===== config.mk =====
export PLATFORM = sky130hd
export DESIGN_NAME = window_fetcher
export DESIGN_NICKNAME = d
export VERILOG_FILES = /design/src/rtl/window_fetcher.sv
export SDC_FILE = /design/constraint.sdc
export NUM_CORES = 1
export LEC_CHECK = 0
export ABC_AREA = 1
export BUFFER_PORTS_ARGS = -buffer_cell sky130_fd_sc_hd__buf_2
export CELL_PAD_IN_SITES_DETAIL_PLACEMENT = 0
export CELL_PAD_IN_SITES_GLOBAL_PLACEMENT = 1
export CORE_ASPECT_RATIO = 0.9
export CORE_MARGIN = 2
export CORE_UTILIZATION = 44
export DETAILED_ROUTE_END_ITERATION = 8
export PLACE_DENSITY_LB_ADDON = 0.1
export SLEW_MARGIN = 20
export SYNTH_ARGS = -nofsm -noshare
export SYNTH_HDL_FRONTEND = slang
export SYNTH_SLANG_ARGS = --single-unit

===== constraint.sdc =====
create_clock -name Win_CLK -period 18.7 [get_ports Win_CLK]
set_clock_uncertainty 0.15 [all_clocks]
set_input_delay 2.805 -clock Win_CLK [delete_from_list [all_inputs] [get_ports Win_CLK]]
set_output_delay 2.805 -clock Win_CLK [all_outputs]
set_load 0.02 [all_outputs]

===== src/rtl/window_fetcher.sv =====
// 3x3 neighbourhood fetcher: reads each pixel's window from a fixed-latency memory
// in raster order with edge replication, and presents it on a valid/ready handshake.
module window_fetcher #(
    parameter int unsigned DATA_WIDTH  = 24,
    parameter int unsigned ADDR_WIDTH  = 32,
    parameter int unsigned IMG_WIDTH   = 512,
    parameter int unsigned IMG_HEIGHT  = 512,
    parameter int unsigned COORD_WIDTH = 10,
    parameter int unsigned BASE_ADDR   = 0
) (
    input  logic                    Win_CLK,
    input  logic                    Win_RST,
    input  logic                    Win_START,
    output logic                    Win_BUSY,
    output logic                    Win_DONE,
    output logic [1:0]              Win_MEM_RW,
    output logic [ADDR_WIDTH-1:0]   Win_MEM_ADDR,
    input  logic [DATA_WIDTH-1:0]   Win_MEM_ODR,
    output logic                    Win_WVALID,
    input  logic                    Win_WREADY,
    output logic [9*DATA_WIDTH-1:0] Win_WINDOW,
    output logic [COORD_WIDTH-1:0]  Win_X,
    output logic [COORD_WIDTH-1:0]  Win_Y
);

    localparam int unsigned TAG_WIDTH = 4;
    localparam logic [COORD_WIDTH-1:0] X_LAST = COORD_WIDTH'(IMG_WIDTH - 1);
    localparam logic [COORD_WIDTH-1:0] Y_LAST = COORD_WIDTH'(IMG_HEIGHT - 1);
    localparam logic [TAG_WIDTH-1:0]   K_LAST = TAG_WIDTH'(8);

    typedef enum logic [2:0] {IDLE, FETCH, DRAIN, VALID, FIN} state_t;

    state_t                 state, state_n;
    logic [COORD_WIDTH-1:0] x_n, y_n;
    logic [TAG_WIDTH-1:0]   k, k_n;
    logic                   rd_n, wvalid_n, done_n;
    logic [1:0]             row_sel, col_sel;
    logic [COORD_WIDTH-1:0] cx, cy;
    logic [ADDR_WIDTH-1:0]  addr_n;
    logic                   p0_valid, p1_valid;
    logic [TAG_WIDTH-1:0]   p0_tag, p1_tag;

    // Next-state and next-output logic; k_n is the request index issued next cycle.
    always_comb begin
        state_n  = state;
        x_n      = Win_X;
        y_n      = Win_Y;
        k_n      = k;
        rd_n     = 1'b0;
        wvalid_n = 1'b0;
        done_n   = 1'b0;
        unique case (state)
            IDLE: begin
                if (Win_START) begin
                    x_n     = '0;
                    y_n     = '0;
                    k_n     = '0;
                    rd_n    = 1'b1;
                    state_n = FETCH;
                end
            end
            FETCH: begin
                if (k == K_LAST) begin
                    state_n = DRAIN;
                end else begin
                    k_n  = k + TAG_WIDTH'(1);
                    rd_n = 1'b1;
                end
            end
            DRAIN: begin
                wvalid_n = 1'b1;
                state_n  = VALID;
            end
            VALID: begin
                wvalid_n = 1'b1;
                if (Win_WREADY) begin
                    wvalid_n = 1'b0;
                    k_n      = '0;
                    if (Win_X == X_LAST && Win_Y == Y_LAST) begin
                        done_n  = 1'b1;
                        state_n = FIN;
                    end else begin
                        rd_n    = 1'b1;
                        state_n = FETCH;
                        if (Win_X == X_LAST) begin
                            x_n = '0;
                            y_n = Win_Y + COORD_WIDTH'(1);
                        end else begin
                            x_n = Win_X + COORD_WIDTH'(1);
                        end
                    end
                end
            end
            FIN:     state_n = IDLE;
            default: state_n = IDLE;
        endcase
    end

    // Clamped neighbour coordinate and address for the request about to be issued.
    always_comb begin
        row_sel = (k_n >= TAG_WIDTH'(6)) ? 2'd2 : (k_n >= TAG_WIDTH'(3)) ? 2'd1 : 2'd0;
        col_sel = 2'(k_n - TAG_WIDTH'(row_sel) * TAG_WIDTH'(3));
        unique case (col_sel)
            2'd0:    cx = (x_n == '0) ? '0 : x_n - COORD_WIDTH'(1);
            2'd2:    cx = (x_n == X_LAST) ? x_n : x_n + COORD_WIDTH'(1);
            default: cx = x_n;
        endcase
        unique case (row_sel)
            2'd0:    cy = (y_n == '0) ? '0 : y_n - COORD_WIDTH'(1);
            2'd2:    cy = (y_n == Y_LAST) ? y_n : y_n + COORD_WIDTH'(1);
            default: cy = y_n;
        endcase
        addr_n = ADDR_WIDTH'(BASE_ADDR) + ADDR_WIDTH'(cy) * ADDR_WIDTH'(IMG_WIDTH)
               + ADDR_WIDTH'(cx);
    end

    always_ff @(posedge Win_CLK or posedge Win_RST) begin
        if (Win_RST) begin
            state        <= IDLE;
            k            <= '0;
            Win_X        <= '0;
            Win_Y        <= '0;
            Win_MEM_RW   <= 2'b00;
            Win_MEM_ADDR <= '0;
            Win_WVALID   <= 1'b0;
            Win_DONE     <= 1'b0;
            Win_BUSY     <= 1'b0;
        end else begin
            state        <= state_n;
            k            <= k_n;
            Win_X        <= x_n;
            Win_Y        <= y_n;
            Win_MEM_RW   <= rd_n ? 2'b10 : 2'b00;
            if (rd_n) begin
                Win_MEM_ADDR <= addr_n;
            end
            Win_WVALID   <= wvalid_n;
            Win_DONE     <= done_n;
            Win_BUSY     <= (state_n != IDLE);
        end
    end

    // Two-stage tag pipeline matching the memory's read latency; stage 1 writes the slot.
    always_ff @(posedge Win_CLK or posedge Win_RST) begin
        if (Win_RST) begin
            p0_valid   <= 1'b0;
            p0_tag     <= '0;
            p1_valid   <= 1'b0;
            p1_tag     <= '0;
            Win_WINDOW <= '0;
        end else begin
            p0_valid <= rd_n;
            p0_tag   <= k_n;
            p1_valid <= p0_valid;
            p1_tag   <= p0_tag;
            if (p1_valid) begin
                Win_WINDOW[int'(p1_tag)*DATA_WIDTH +: DATA_WIDTH] <= Win_MEM_ODR;
            end
        end
    end

endmodule


### Yosys cells after proc, flatten, opt, wreduce, memory -nomap -nowiden

Cells that the tools add are included.

| operators by class | value |
|---|---|
| shift-type cells | 2 |
| reduce and logical (&&, ||, !) cells | 7 |
| $add $sub $neg | 10 |
| eq/ne operators | 10 |
| magnitude comparators | 2 |
| multipliers | 2 |
| mux-type cells | 39 |

Operators by type and width:

| kind | count |
|---|---|
| bitwise mux 216 bit | 1 |
| variable shift 24 x 34 -> 216 bit, first input constant | 1 |
| indexed part select 24 x 34 -> 216 bit | 1 |
| two-way mux 10 bit | 12 |
| case mux 10 bit (2 select lines) | 4 |
| adder 10 x 1 -> 10 bit, second input constant | 4 |
| equality test 10 x 9 -> 1 bit, second input constant | 4 |
| negator 9 -> 34 bit | 1 |
| adder 19 x 10 -> 20 bit | 1 |
| zero test 10 bit | 2 |
| subtractor 10 x 1 -> 10 bit, second input constant | 2 |
| two-way mux 3 bit | 4 |
| two-way mux 4 bit | 3 |
| case mux 3 bit (4 select lines) | 1 |
| case mux 4 bit (3 select lines) | 1 |
| two-way mux 1 bit | 9 |
| equality test 3 x 2 -> 1 bit, second input constant | 2 |
| multiplier 4 x 2 -> 6 bit, second input constant | 1 |
| adder 4 x 1 -> 4 bit, second input constant | 1 |
| equality test 2 bit, second input constant | 2 |
| equality test 4 bit, second input constant | 1 |
| greater-or-equal comparator 4 x 2 -> 1 bit, second input constant | 1 |
| greater-or-equal comparator 4 x 3 -> 1 bit, second input constant | 1 |
| zero test 2 bit | 2 |
| 9 further kinds | 10 |

| word-level totals | value |
|---|---|
| input bits | 28 |
| output and inout port bits | 273 |
| bits in registers | 286 |
| word-level logic and storage cells | 85 |

### Logic depth before layout (Yosys ltp)

Gate-level depths: netlist (run 1).

| logic depth | value |
|---|---|
| depth in word-level cells | 11 |
| gate-level depth with buffers | 31 |
| mapped depth without buffers | 31 |

### Worst setup path before layout (run 1)

OpenSTA, ideal clock, no wires.

| path | value |
|---|---|
| kind | input to register |
| from | input port Win_WREADY |
| to | register Win_MEM_ADDR[17] |
| arrival | 5.801 ns |
| path buffers | 0 |
| setup slack | 12.631 ns |
| cell stages on the path | 27 |
| setup time | 0.117 ns |
| data required time | 18.433 ns |
| cells stage by stage | inv_1 nand2_1 nand4_1 a22o_2 a21oi_4 nand2_2 inv_1 ha_1 xnor2_1 xnor2_1 inv_1 nor2_1 nand2_1 inv_1 nand3_1 nand3_1 nand2_1 inv_1 ha_1 ha_1 nand2_2 nor2_4 nand2_2 nor2_2 nand2_1 nand3_1 nand2_1 |

| between the ends | value |
|---|---|
| word-level cells in the longest chain between the ends | 10 |
| elaborated cells between the ends (all ways) | 33 |
| those cells by class | add/sub (6); mul (1); order compare (2); eq/ne (4); mux (16); reduce/logical (4) |

Ends and longest elaborated chain:

| item | RTL line | source |
|---|---|---|
| start: declaration | 20 | `input logic Win_WREADY,` |
| two-way mux 4 bit * | 76 | `if (Win_WREADY) begin` |
| case mux 4 bit (3 select lines) * | 52 | `unique case (state)` |
| named net k_n[1] | 35 | `logic [TAG_WIDTH-1:0] k, k_n;` |
| greater-or-equal comparator 4 x 2 -> 1 bit | 101 | `row_sel = (k_n >= TAG_WIDTH'(6)) ? 2'd2 : (k_n >= TAG_WIDTH'(3)) ? 2'd1 : 2'd0;` |
| two-way mux 1 bit | 101 |  |
| two-way mux 2 bit | 101 |  |
| multiplier 2 x 1 -> 2 bit | 102 | `col_sel = 2'(k_n - TAG_WIDTH'(row_sel) * TAG_WIDTH'(3));` |
| subtractor 2 bit | 102 |  |
| equality test 2 bit or zero test 2 bit (tied branches) | 103 | `unique case (col_sel)` |
| case mux 10 bit (2 select lines) | 103 |  |
| adder 19 x 10 -> 20 bit * | 114 | `+ ADDR_WIDTH'(cx);` |
| end signal: assignment | 135 | `Win_MEM_ADDR <= addr_n;` |
| end: declaration | 17 | `output logic [ADDR_WIDTH-1:0] Win_MEM_ADDR,` |

Mark *: on every way through the listed nets, which the timed path passes. The rest lies on a longest branch.
A chain may end at the register's enable or synchronous reset.

### Worst setup path in the final report (run 1)

Same ends and word-level chain as after synthesis.

==> results of run 1 <==
path summary, 6_finish.rpt:
kind | slack, ns | startpoint | endpoint
setup / recovery | 12.19 | Win_WREADY | Win_MEM_ADDR[17]
hold / removal | 0.32 | Win_MEM_RW[1] | p1_valid
setup reg to reg | 13.24 | p1_tag[2] | Win_WINDOW[85]
hold reg to reg | 0.32 | Win_MEM_RW[1] | p1_valid
max in group asynchronous | 14.93 | Win_RST | Win_MEM_ADDR[16]
min in group asynchronous | 2.24 | Win_RST | Win_WINDOW[95]
state kept, by name, summed over array words and instances, names as in the netlist, 3 cells and up:
register,count
state,3
Win_MEM_ADDR,20
Win_WINDOW,216
p1_tag,4
Win_Y,10
p0_tag,4
Win_X,10
cell families after synthesis:
kind of cell | share of synthesized area, %
buffers and inverters | 7.93
AND/OR/NAND/NOR | 28.1
AO/OA/AOI/OAI | 14.4
multiplexers | 1.18
XOR/XNOR | 1.45
other | 0.0250
flip-flops | 45.4
adder cells (fa/ha/maj) | 1.55
stage by stage:
step / cells / worst slack [ns] / utilization (%)
2_1_floorplan: 1942 / 8.25 / -
3_3_place_gp: 2609 / 11.74 / 49.5
3_5_place_dp: 2609 / 11.59 / 49.5
4_1_cts: 2665 / 12.19 / 53.0
5_1_grt: 2665 / 11.75 / 53.1
6_report: 2665 / 12.19 / 53.1
final cells by class:
type | count | area (um^2) | area share, %
clock inverters | 20 | 365 | 2.04
multi-input cells | 1377 | 7080 | 39.5
repair buffers | 297 | 1520 | 8.47
flip-flops and latches | 272 | 6810 | 37.9
well taps | 462 | 578 | 3.22
clock buffers | 36 | 825 | 4.60
inverters | 201 | 763 | 4.26
critical path, stage by stage:
cell and delay [ns]:
buf_2 0.24, inv_1 0.21, nand2_1 0.16, nand4_1 0.17
a22o_2 0.30, a21oi_4 0.21, nand2_2 0.18, inv_1 0.23
ha_1 0.20, xnor2_1 0.13, xnor2_1 0.18, inv_1 0.07
nor2_1 0.12, nand2_1 0.12, inv_1 0.20, nand3_1 0.10
nand3_1 0.09, nand2_1 0.06, inv_1 0.09, ha_1 0.20
ha_1 0.18, nand2_2 0.08, nor2_4 0.13, nand2_2 0.09
nor2_2 0.07, nand2_1 0.06, nand3_1 0.08, nand2_1 0.06
routing by layer:
| layer | global-route usage [%] | part of all wire, % | vias to the layer above |
|---|---|---|---|
| met5 | 0 | 0.027 | - |
| met1 | 40.0 | 45 | 6750 |
| met3 | 5.38 | 8.6 | 57 |
| li1 | - | - | 6848 |
| met2 | 42.3 | 44 | 559 |
| met4 | 5.75 | 1.9 | 2 |
placed cells by master (no fill, tap or decap), types with 8 or more instances in the layout:
cell	synthesis	layout
ha_1	17	17
inv_1	174	173
nand4_1	52	52
buf_2	8	287
nand3_1	91	91
o21ai_0	211	211
bufinv_16	0	9
nor3_1	20	20
mux2i_1	11	11
nor2_4	14	14
o22ai_1	22	22
buf_4	17	8
nor2_2	15	18
a21oi_1	46	45
xor2_1	20	20
conb_1	1	13
nand2_4	8	8
nand2_2	22	22
clkbuf_16	0	31
nand3_2	15	15
inv_2	19	19
o31ai_1	22	22
nor2_1	168	165
a31oi_1	29	29
dfrtp_1	272	272
o21ai_1	13	13
nand2_1	499	499
o41ai_1	8	8
==> metrics.md, run 1 <==
| Metric | Value |
|---|---|
| Ratio of cells with drive above 1 in the final layout | `21.7%` |
| Cts hold-fix bufs | `0` |
| Final Net Count | `~2200` |
| Number of slew-limit violations in the final report | `0` |
| Clock tree from TritonCTS | `built` |
| Final setup violation count | `0` |
| Post-Route WL | `49100 um` |
| Share of the clock period used by the worst path | `34.8%` |
| Category of the critical setup timing path | `primary input to flip-flop` |
| Unrepaired setup endpoints after global routing | `no` |
| Most frequent cell after synthesis | `nand2_1` |
| Port Buf Inserts | `287` |
| Via density | `5.33` |
| Pin count of the biggest net entering global routing | `113` |
| Post-detailed-placement cell area | `16700 um^2` |
| Antenna diode count | `0` |
| DR vias | `between 10000 and 15000` |
| Number of buffers added by the clock tree synthesis step | `31` |
| Worst Setup End Kind | `flip-flop` |
| Detailed-router iteration count before antenna repair | `6` |
| Per-instance average area after synthesis | `approximately 8 um^2` |
| Setup bufs post-CTS | `0` |
| Number of different library cells in the post-synthesis netlist | `57` |
| Number of clock sinks | `272` |
| Crit path arrival time | `6.83 ns` |
| Number of enable-type register cells in the synthesized netlist | `0` |
| Row count | `64` |
| DRC | `0` |
| DRT iter0 DRCs | `1138` |
| Async set-or-reset flop fraction in the synthesized netlist | `100%` |
| Average detailed-routed wire length per instance | `18.4 um` |
| Result of the run | `complete, no violations` |
| Largest cells by area after synthesis | `dfrtp_1 45%, nand2_1 12%, o21ai_0 7.0%` |
| Area of the placeable core | `33800 um^2` |
| Cells on worst reg2reg path | `14` |
| Clk Tree Root Cell | `clkbuf_16` |
| First-pass GRT wire length | `76300 um` |
| Final worst path period need | `6.51 ns` |
| Initial cell density of the core | `44.4%` |
| Gr usage total | `27.4%` |
| Maximum fanout encountered on the critical timing path | `12` |
| Count of cells along the worst hold path | `0` |
| Growth of design area from synthesis to finish | `19.5%` |
| Primary flip-flop cell chosen by synthesis mapping | `dfrtp_1` |
| Number of synthesized register bits | `272` |
| Total of cells resized after clock tree synthesis | `0` |
| Post-Route Hold Slack | `0.318 ns` |
| Share of the synthesized area in the top cell type | `45.4%` |
| Post-route design area | `17900 um^2` |
| Actual slew at the worst max-slew pin | `1.06 ns` |
| Required @ worst endpoint | `~19 ns` |
| Cell type with the highest aggregate area in the netlist | `dfrtp_1` |
| Initial antenna violation count | `1` |
| H-tree Lvls | `1` |
| Final sum of negative setup slack | `0 ns` |
| Number of hold violations in the final report | `0` |
| Worst-path clk slew | `0.06 ns` |
| Max Clock Freq | `between 0.15 and 0.2 GHz` |
| Total gr overflow | `0` |
| Maxcap violations | `0` |
| Vias in the first global route | `roughly 13000` |
| Number of buffers on the longest clock path | `3` |
| Sequential area share after synthesis | `between 40% and 50%` |
| Leading post-synthesis cells by instance count | `499 x nand2_1, 272 x dfrtp_1, 211 x o21ai_0` |
| Startpoint type of the worst setup path | `primary input` |
| Antenna-violating nets left | `0` |
| Number of warnings reported in the yosys synthesis log | `0` |
| Post-DP HPWL | `36700 um` |
| Post-Syn Area | `15000 um^2` |
| Filler cells | `about 3400` |
| Type of the worst min-delay path | `flip-flop to flip-flop` |
| Max-Slew Margin vs Limit | `28.4%` |
| Number of I/O pins | `301` |
| Routability congestion estimate from global placement | `0.932` |
| Total die area | `35600 um^2` |
| Die W | `between 150 and 200 um` |
| Number of instances in the synthesized netlist | `1930` |
| Die height | `179 um` |
| Clock network latency to the later pin of the worst-skew pair | `0.58 ns` |
Power of run 1 is left out: the tool's default activity adds up to more than one toggle a clock period on the data nets, which glitch-free logic cannot reach.
==> inputs of run 2 (changes only) <==
Settings changed: ABC_AREA 1 to 0, CORE_UTILIZATION 44 to 42.
Clock period 18.7 ns to 6 ns, I/O delays scaled along.
==> metrics.md, run 2 <==
| Metric | Value |
|---|---|
| Result of the run | `complete, no violations` |
| Actual slew at the worst max-slew pin | `0.967 ns` |
| Share of the clock period used by the worst path | `89.7%` |
| Setup bufs post-CTS | `0` |
| Leading post-synthesis cells by instance count | `272 x dfrtp_1, 227 x nand2_1, 159 x nor2_1` |
| Part of the total power dissipated in the clock network | `15.3%` |
| Clk Tree Root Cell | `clkbuf_16` |
| Total gr overflow | `0` |
| Max reg flops | `216` |
| Die height | `178 um` |
| Areal power density over the cells | `~700 nW/um^2` |
| Total die area | `35200 um^2` |
| DRC | `0` |
| Sequential area share after synthesis | `roughly half` |
| Type of the worst min-delay path | `primary input to async pin` |
| Number of I/O pins | `301` |
| Port Buf Inserts | `287` |
| Most flops, register | `Win_WINDOW` |
| Ratio of cells with drive above 1 in the final layout | `27.5%` |
| Most common cell after layout, fill and taps aside | `buf_2` |
| Final sum of negative setup slack | `0 ns` |
| Number of hold violations in the final report | `0` |
| Max Clock Freq | `0.186 GHz` |
| Detailed-router iteration count before antenna repair | `6` |
| Worst Setup End Kind | `flip-flop` |
| Async set-or-reset flop fraction in the synthesized netlist | `between 90% and 100%` |
| Fraction of power consumed by combinational cells | `about three fifths` |
| H-tree Lvls | `1` |
| DR vias | `12400` |
| Post-route design area | `17000 um^2` |
| Antenna diode count | `0` |
| Cell with the largest stage delay on the worst path | `nor3b_1` |
| FF-to-FF setup slack | `0.62 ns` |
| Most frequent cell after synthesis | `dfrtp_1` |
| Worst path buffer plus inverter count | `0` |
| Initial cell density of the core | `42.8%` |
| Maximum fanout encountered on the critical timing path | `11` |
| Category of the critical setup timing path | `flip-flop to flip-flop` |
| Die W | `approximately 200 um` |
| Number of warnings reported in the yosys synthesis log | `0` |
| CP max stage delay | `approximately 0.65 ns` |
| Post-Route WL | `between 40000 and 50000 um` |
| Worst ir drop on vdd | `about 0.4 mV` |
| Final setup violation count | `0` |
| Row count | `63` |
| Sw power | `0.00609 W` |
| Filler cells | `3194` |
| Via density | `5.59` |
| Unrepaired setup endpoints after global routing | `no` |
| Post-detailed-placement cell area | `16000 um^2` |
| Clock network latency to the later pin of the worst-skew pair | `roughly 0.55 ns` |
| Pin count of the biggest net entering global routing | `between 100 and 150` |
| Antenna-violating nets left | `0` |
| Number of different library cells in the post-synthesis netlist | `97` |
| Startpoint type of the worst setup path | `flip-flop` |
| Primary flip-flop cell chosen by synthesis mapping | `dfrtp_1` |
| Number of buffers on the longest clock path | `3` |
| Number of clock sinks | `272` |
| Growth of design area from synthesis to finish | `20.1%` |
| DRT iter0 DRCs | `941` |
| Number of buffers added by the clock tree synthesis step | `29` |
| Number of enable-type register cells in the synthesized netlist | `0` |
| Gr usage total | `25.1%` |
| Largest cells by area after synthesis | `dfrtp_1 48%, nand2_1 6.0%, mux2_2 5.6%` |
| Cts hold-fix bufs | `0` |
| Seq pwr share | `between 20% and 30%` |
| First-pass GRT wire length | `about 69000 um` |
| Share of the synthesized area in the top cell type | `48.0%` |
| Final standard cell utilization of the core | `between 50 and 60%` |
| Most common cell type on the critical path | `ha_1` |
| Final Net Count | `1819` |
| Maxcap violations | `0` |
| Commonest cells after routing, fill and taps aside | `287 x buf_2, 271 x dfrtp_1, 227 x nand2_1, 158 x nor2_1, 112 x a21oi_1` |
| List of cells traversed by the critical path | `nor3b_1 > a21oi_1 > a31oi_1 > a211oi_1 > nor2_1 > ha_1 > xor2_1 > xor2_1 > nor2_1 > o31a_1 > nand2_1 > o211ai_1 > ha_1 > ha_1 > nand2b_1 > nor3_1 > xnor2_1 > a21oi_1` |
| Terminus of the critical flop-to-flop path | `Win_MEM_ADDR[15]` |
| Cells on worst reg2reg path | `18` |
| Average detailed-routed wire length per instance | `a little over 20 um` |
| Crit path arrival time | `5.62 ns` |
| Number of synthesized register bits | `~270` |
| Reg2Reg Launch Point | `state[0]` |
| Cell type with the highest aggregate area in the netlist | `dfrtp_1` |
| Int Power | `0.00581 W` |
| Leakage power of the design | `8.28 nW` |
| Per-instance average area after synthesis | `9.47 um^2` |
| Number of slew-limit violations in the final report | `0` |
| Initial antenna violation count | `1` |
| Total of cells resized after clock tree synthesis | `0` |
| Crit path max-delay family | `simple AND/OR/NAND/NOR gates` |
| Vias in the first global route | `about 12000` |
| Post-Syn Area | `14200 um^2` |
| Required @ worst endpoint | `6.24 ns` |
| Routability congestion estimate from global placement | `0.914` |
| Clock tree from TritonCTS | `built` |
| Number of instances in the synthesized netlist | `1496` |
| Final worst path period need | `roughly 5.4 ns` |
| Max-Slew Margin vs Limit | `35.3%` |
| Switching part of the total power | `51.2%` |
| Area of the placeable core | `33100 um^2` |
| Worst-path clk slew | `around 0.07 ns` |
| Total stage count of the critical path | `18` |
| Registers with the highest flip-flop counts | `Win_WINDOW x216, Win_MEM_ADDR x20` |
| Post-DP HPWL | `33900 um` |
-- run 2: cell types whose count changed after synthesis, moves of 22 or more --
cell     delta
nand2_1   -272
a21oi_1    +66
nand4_1    -37
nand3_1    -69
mux2_2     +67
o31ai_1    +28
a22oi_1    +38
inv_1     -140
nand2_2    -22
o21ai_0   -122
-- run 2: kinds of logic after synthesis --
kind of cell	count (synthesis)	synth area share (%)
buf+inv	123	3.80
mux	101	7.80
xor+xnor	25	1.55
other cells	1	0.0265
flops	272	48.0
compound gates	390	18.1
simple gates	566	19.1
fa+ha+maj	18	1.64
-- run 2: final cells by class --
type,instances,area (um^2),share of cell area (%)
multi-input combinational,1113,6880,40.4
sequential,272,6810,40.0
timing repair buffer,314,1660,9.78
clock buffer,42,855,5.02
tap,422,528,3.10
inverter,43,165,0.971
clock inverter,11,118,0.691
-- run 2: worst max path at each step --
stage                     startpoint          endpoint  slack (ns)
after floorplan           Win_WREADY  Win_MEM_ADDR[17]        1.24
after global placement     Win_START  Win_MEM_ADDR[17]        0.67
after detailed placement   Win_START  Win_MEM_ADDR[15]        0.64
after CTS                   state[0]  Win_MEM_ADDR[15]        0.76
after global routing        state[0]  Win_MEM_ADDR[15]        0.09
final                       state[0]  Win_MEM_ADDR[15]        0.62
-- run 2: power by group through the flow --
| stage | sequential [W] | combinational (W) | clock (W) |
|---|---|---|---|
| after global placement | 0.00304 | 0.00698 | 0 |
| final | 0.00302 | 0.00706 | 0.00182 |
| after CTS | 0.00303 | 0.00705 | 0.00186 |
| after floorplan | 0.00379 | 0.00384 | 0 |
| after global routing | 0.00312 | 0.00775 | 0.00193 |
| after detailed placement | 0.00305 | 0.00701 | 0 |
-- run 2: layer usage --
metal / up-vias / track usage (%) / share of wire [%]
met5: - / 0 / 0.029
met4: 2 / 4.86 / 1.8
met3: 55 / 5.52 / 7.5
met2: 428 / 37.0 / 43
met1: 6001 / 37.7 / 48
li1: 5903 / - / -
-- run 2: per-stage QoR --
step	setup slack (ns)	total power [W]	cells	hold slack, ns
final	0.618	0.0119	2217	0.293
after global routing	0.0907	0.0128	2217	0.319
after CTS	0.755	0.0119	2217	0.285
after detailed placement	0.645	0.0101	2164	0.287
after global placement	0.671	0.0100	2164	0.286
after floorplan	1.24	0.00763	1508	0.205
(Power assumes the default switching activity.)
==> inputs of run 3 (changes only) <==
Settings changed: GPL_TIMING_DRIVEN from default to 0.
Clock period 6 ns to 5.6 ns, I/O delays scaled along.
==> metrics.md, run 3 (synthesized netlist as in run 2, its figures left out) <==
| Metric | Value |
|---|---|
| Result of the run | `complete, no violations` |
| Die height | `178 um` |
| Clock network latency to the later pin of the worst-skew pair | `0.55 ns` |
| Filler cells | `~3200` |
| Final worst path period need | `~5.1 ns` |
| Area of the placeable core | `33100 um^2` |
| Required @ worst endpoint | `5.87 ns` |
| FF-to-FF setup slack | `around 0.47 ns` |
| Initial antenna violation count | `1` |
| Most common cell after layout, fill and taps aside | `buf_2` |
| Routability congestion estimate from global placement | `~0.90` |
| Overall power after layout | `~0.013 W` |
| Maxcap violations | `0` |
| DR vias | `12700` |
| Initial cell density of the core | `between 40% and 50%` |
| Number of I/O pins | `301` |
| Max reg flops | `216` |
| Number of hold violations in the final report | `0` |
| Post-Route Hold Slack | `0.167 ns` |
| H-tree Lvls | `1` |
| DRC | `0` |
| Via density | `5.58` |
| Total gr overflow | `0` |
| Clock tree from TritonCTS | `built` |
| Die W | `198 um` |
| Number of buffers on the longest clock path | `3` |
| Growth of design area from synthesis to finish | `22.7%` |
| Cells on worst reg2reg path | `21` |
| Reg2Reg Launch Point | `p0_tag[0]` |
| Most flops, register | `Win_WINDOW` |
| Worst ir drop on vdd | `0.427 mV` |
| Antenna-violating nets left | `0` |
| Cts hold-fix bufs | `0` |
| Number of clock sinks | `272` |
| Average detailed-routed wire length per instance | `~20 um` |
| Actual slew at the worst max-slew pin | `1.19 ns` |
| Post-DP HPWL | `around 36000 um` |
| Post-Route WL | `46400 um` |
| First-pass GRT wire length | `about 70000 um` |
| Row count | `63` |
| Commonest cells after routing, fill and taps aside | `294 x buf_2, 272 x dfrtp_1, 227 x nand2_1, 156 x nor2_1, 112 x a21oi_1` |
| Startpoint type of the worst setup path | `primary input` |
| Unrepaired setup endpoints after global routing | `no` |
| Worst Setup End Kind | `flip-flop` |
| Detailed-router iteration count before antenna repair | `6` |
| Type of the worst min-delay path | `primary input to async pin` |
| Category of the critical setup timing path | `primary input to flip-flop` |
| Maximum fanout encountered on the critical timing path | `10` |
| Max Clock Freq | `0.195 GHz` |
| Vias in the first global route | `roughly 12000` |
| Clk Tree Root Cell | `clkbuf_16` |
| Number of cells in the design after placement | `2227` |
| Gr usage total | `26.0%` |
| Final setup violation count | `0` |
| Worst-path clk slew | `0.07 ns` |
| Registers with the highest flip-flop counts | `Win_WINDOW x216, Win_MEM_ADDR x20` |
| Ratio of cells with drive above 1 in the final layout | `27.4%` |
| Port Buf Inserts | `roughly 290` |
| Total die area | `35200 um^2` |
| Post-Layout Cell Count | `2277` |
| DRT iter0 DRCs | `roughly 1000` |
| Number of buffers added by the clock tree synthesis step | `29` |
| Leakage power of the design | `8.42 nW` |
| Max-Slew Margin vs Limit | `roughly 20%` |
| Number of slew-limit violations in the final report | `0` |
| Final Net Count | `approximately 1900` |
| Share of the clock period used by the worst path | `91.7%` |
| Crit path arrival time | `between 5 and 6 ns` |
| Final standard cell utilization of the core | `52.5%` |
| Terminus of the critical flop-to-flop path | `Win_MEM_ADDR[17]` |
| Pin count of the biggest net entering global routing | `34` |
| Areal power density over the cells | `735 nW/um^2` |
==> run 3: cell count changes in the layout (fill, tap and decap cells not counted), sizes merged <==
cell      before  now
bufinv         2    1
clkbuf        42   90
buf          314  329
clkinv         7    4
clkinvlp       3    2
diode          0    2
==> run 3: worst max-delay path by stage <==
stage | startpoint | end | slack, ns
finish | Win_WREADY | Win_MEM_ADDR[17] | 0.46
global placement | Win_RST | Win_WINDOW[168] | -0.72
CTS | state[1] | Win_MEM_ADDR[17] | 0.08
global route | state[2] | Win_MEM_ADDR[15] | 0.02
detailed placement | Win_WREADY | Win_MEM_ADDR[17] | -0.40
floorplan | Win_WREADY | Win_MEM_ADDR[17] | 0.90
==> run 3: cell type report <==
type / count / area [um^2] / share of cell area (%)
antenna: 2 / 5.00 / 0.0288
inverter: 43 / 165 / 0.950
multi-input combinational: 1113 / 6960 / 40.0
clock buffer: 40 / 817 / 4.70
sequential: 272 / 6810 / 39.2
buffer: 80 / 378 / 2.17
tap: 422 / 528 / 3.04
timing repair buffer: 299 / 1670 / 9.59
clock inverter: 6 / 61.3 / 0.353
==> run 3: worst max-delay path, stage by stage <==
cell	delay, ns
buf_2	0.10
clkbuf_1	0.37
nor2b_1	0.11
o32ai_2	0.27
o211ai_1	0.24
a21o_2	0.34
nor2_2	0.28
ha_1	0.22
xor2_1	0.26
xor2_1	0.26
nor2_1	0.20
o31a_1	0.16
buf_2	0.21
nand2_1	0.11
o211ai_1	0.26
ha_1	0.24
ha_1	0.20
nand2b_1	0.11
nor4_1	0.37
xnor2_1	0.17
o21ai_1	0.08
==> run 3: through the flow <==
step	setup slack (ns)	instance area [um^2]	TNS (ns)
finish	0.464	17400	0
global route	0.0187	17400	0
CTS	0.0817	17300	0
detailed placement	-0.401	16400	-2.14
global placement	-0.722	16200	-188.33
floorplan	0.896	14200	0
==> run 3: what timing repair did <==
| item | CTS | global route |
|---|---|---|
| setup endpoints to repair | 12 | 61 |
| pin swaps | 0 | 1 |
| setup buffers | 0 | 2 |
| gates resized for setup | 3 | 12 |
==> run 3: layer usage <==
layer,track usage [%],up-vias,wire length (um)
met5,0,-,0
met4,4.48,0,614
met3,5.60,47,3750
met2,39.0,468,20000
met1,38.8,6168,22000
li1,-,6023,-
==> run 3: report_power, final <==
group          switching [W]  internal (W)  total (W)  leakage (nW)
clock network       0.000774       0.00105    0.00182         0.431
logic                0.00542       0.00230    0.00773          4.48
registers           0.000460       0.00277    0.00323          3.51
total                0.00666       0.00612     0.0128          8.42
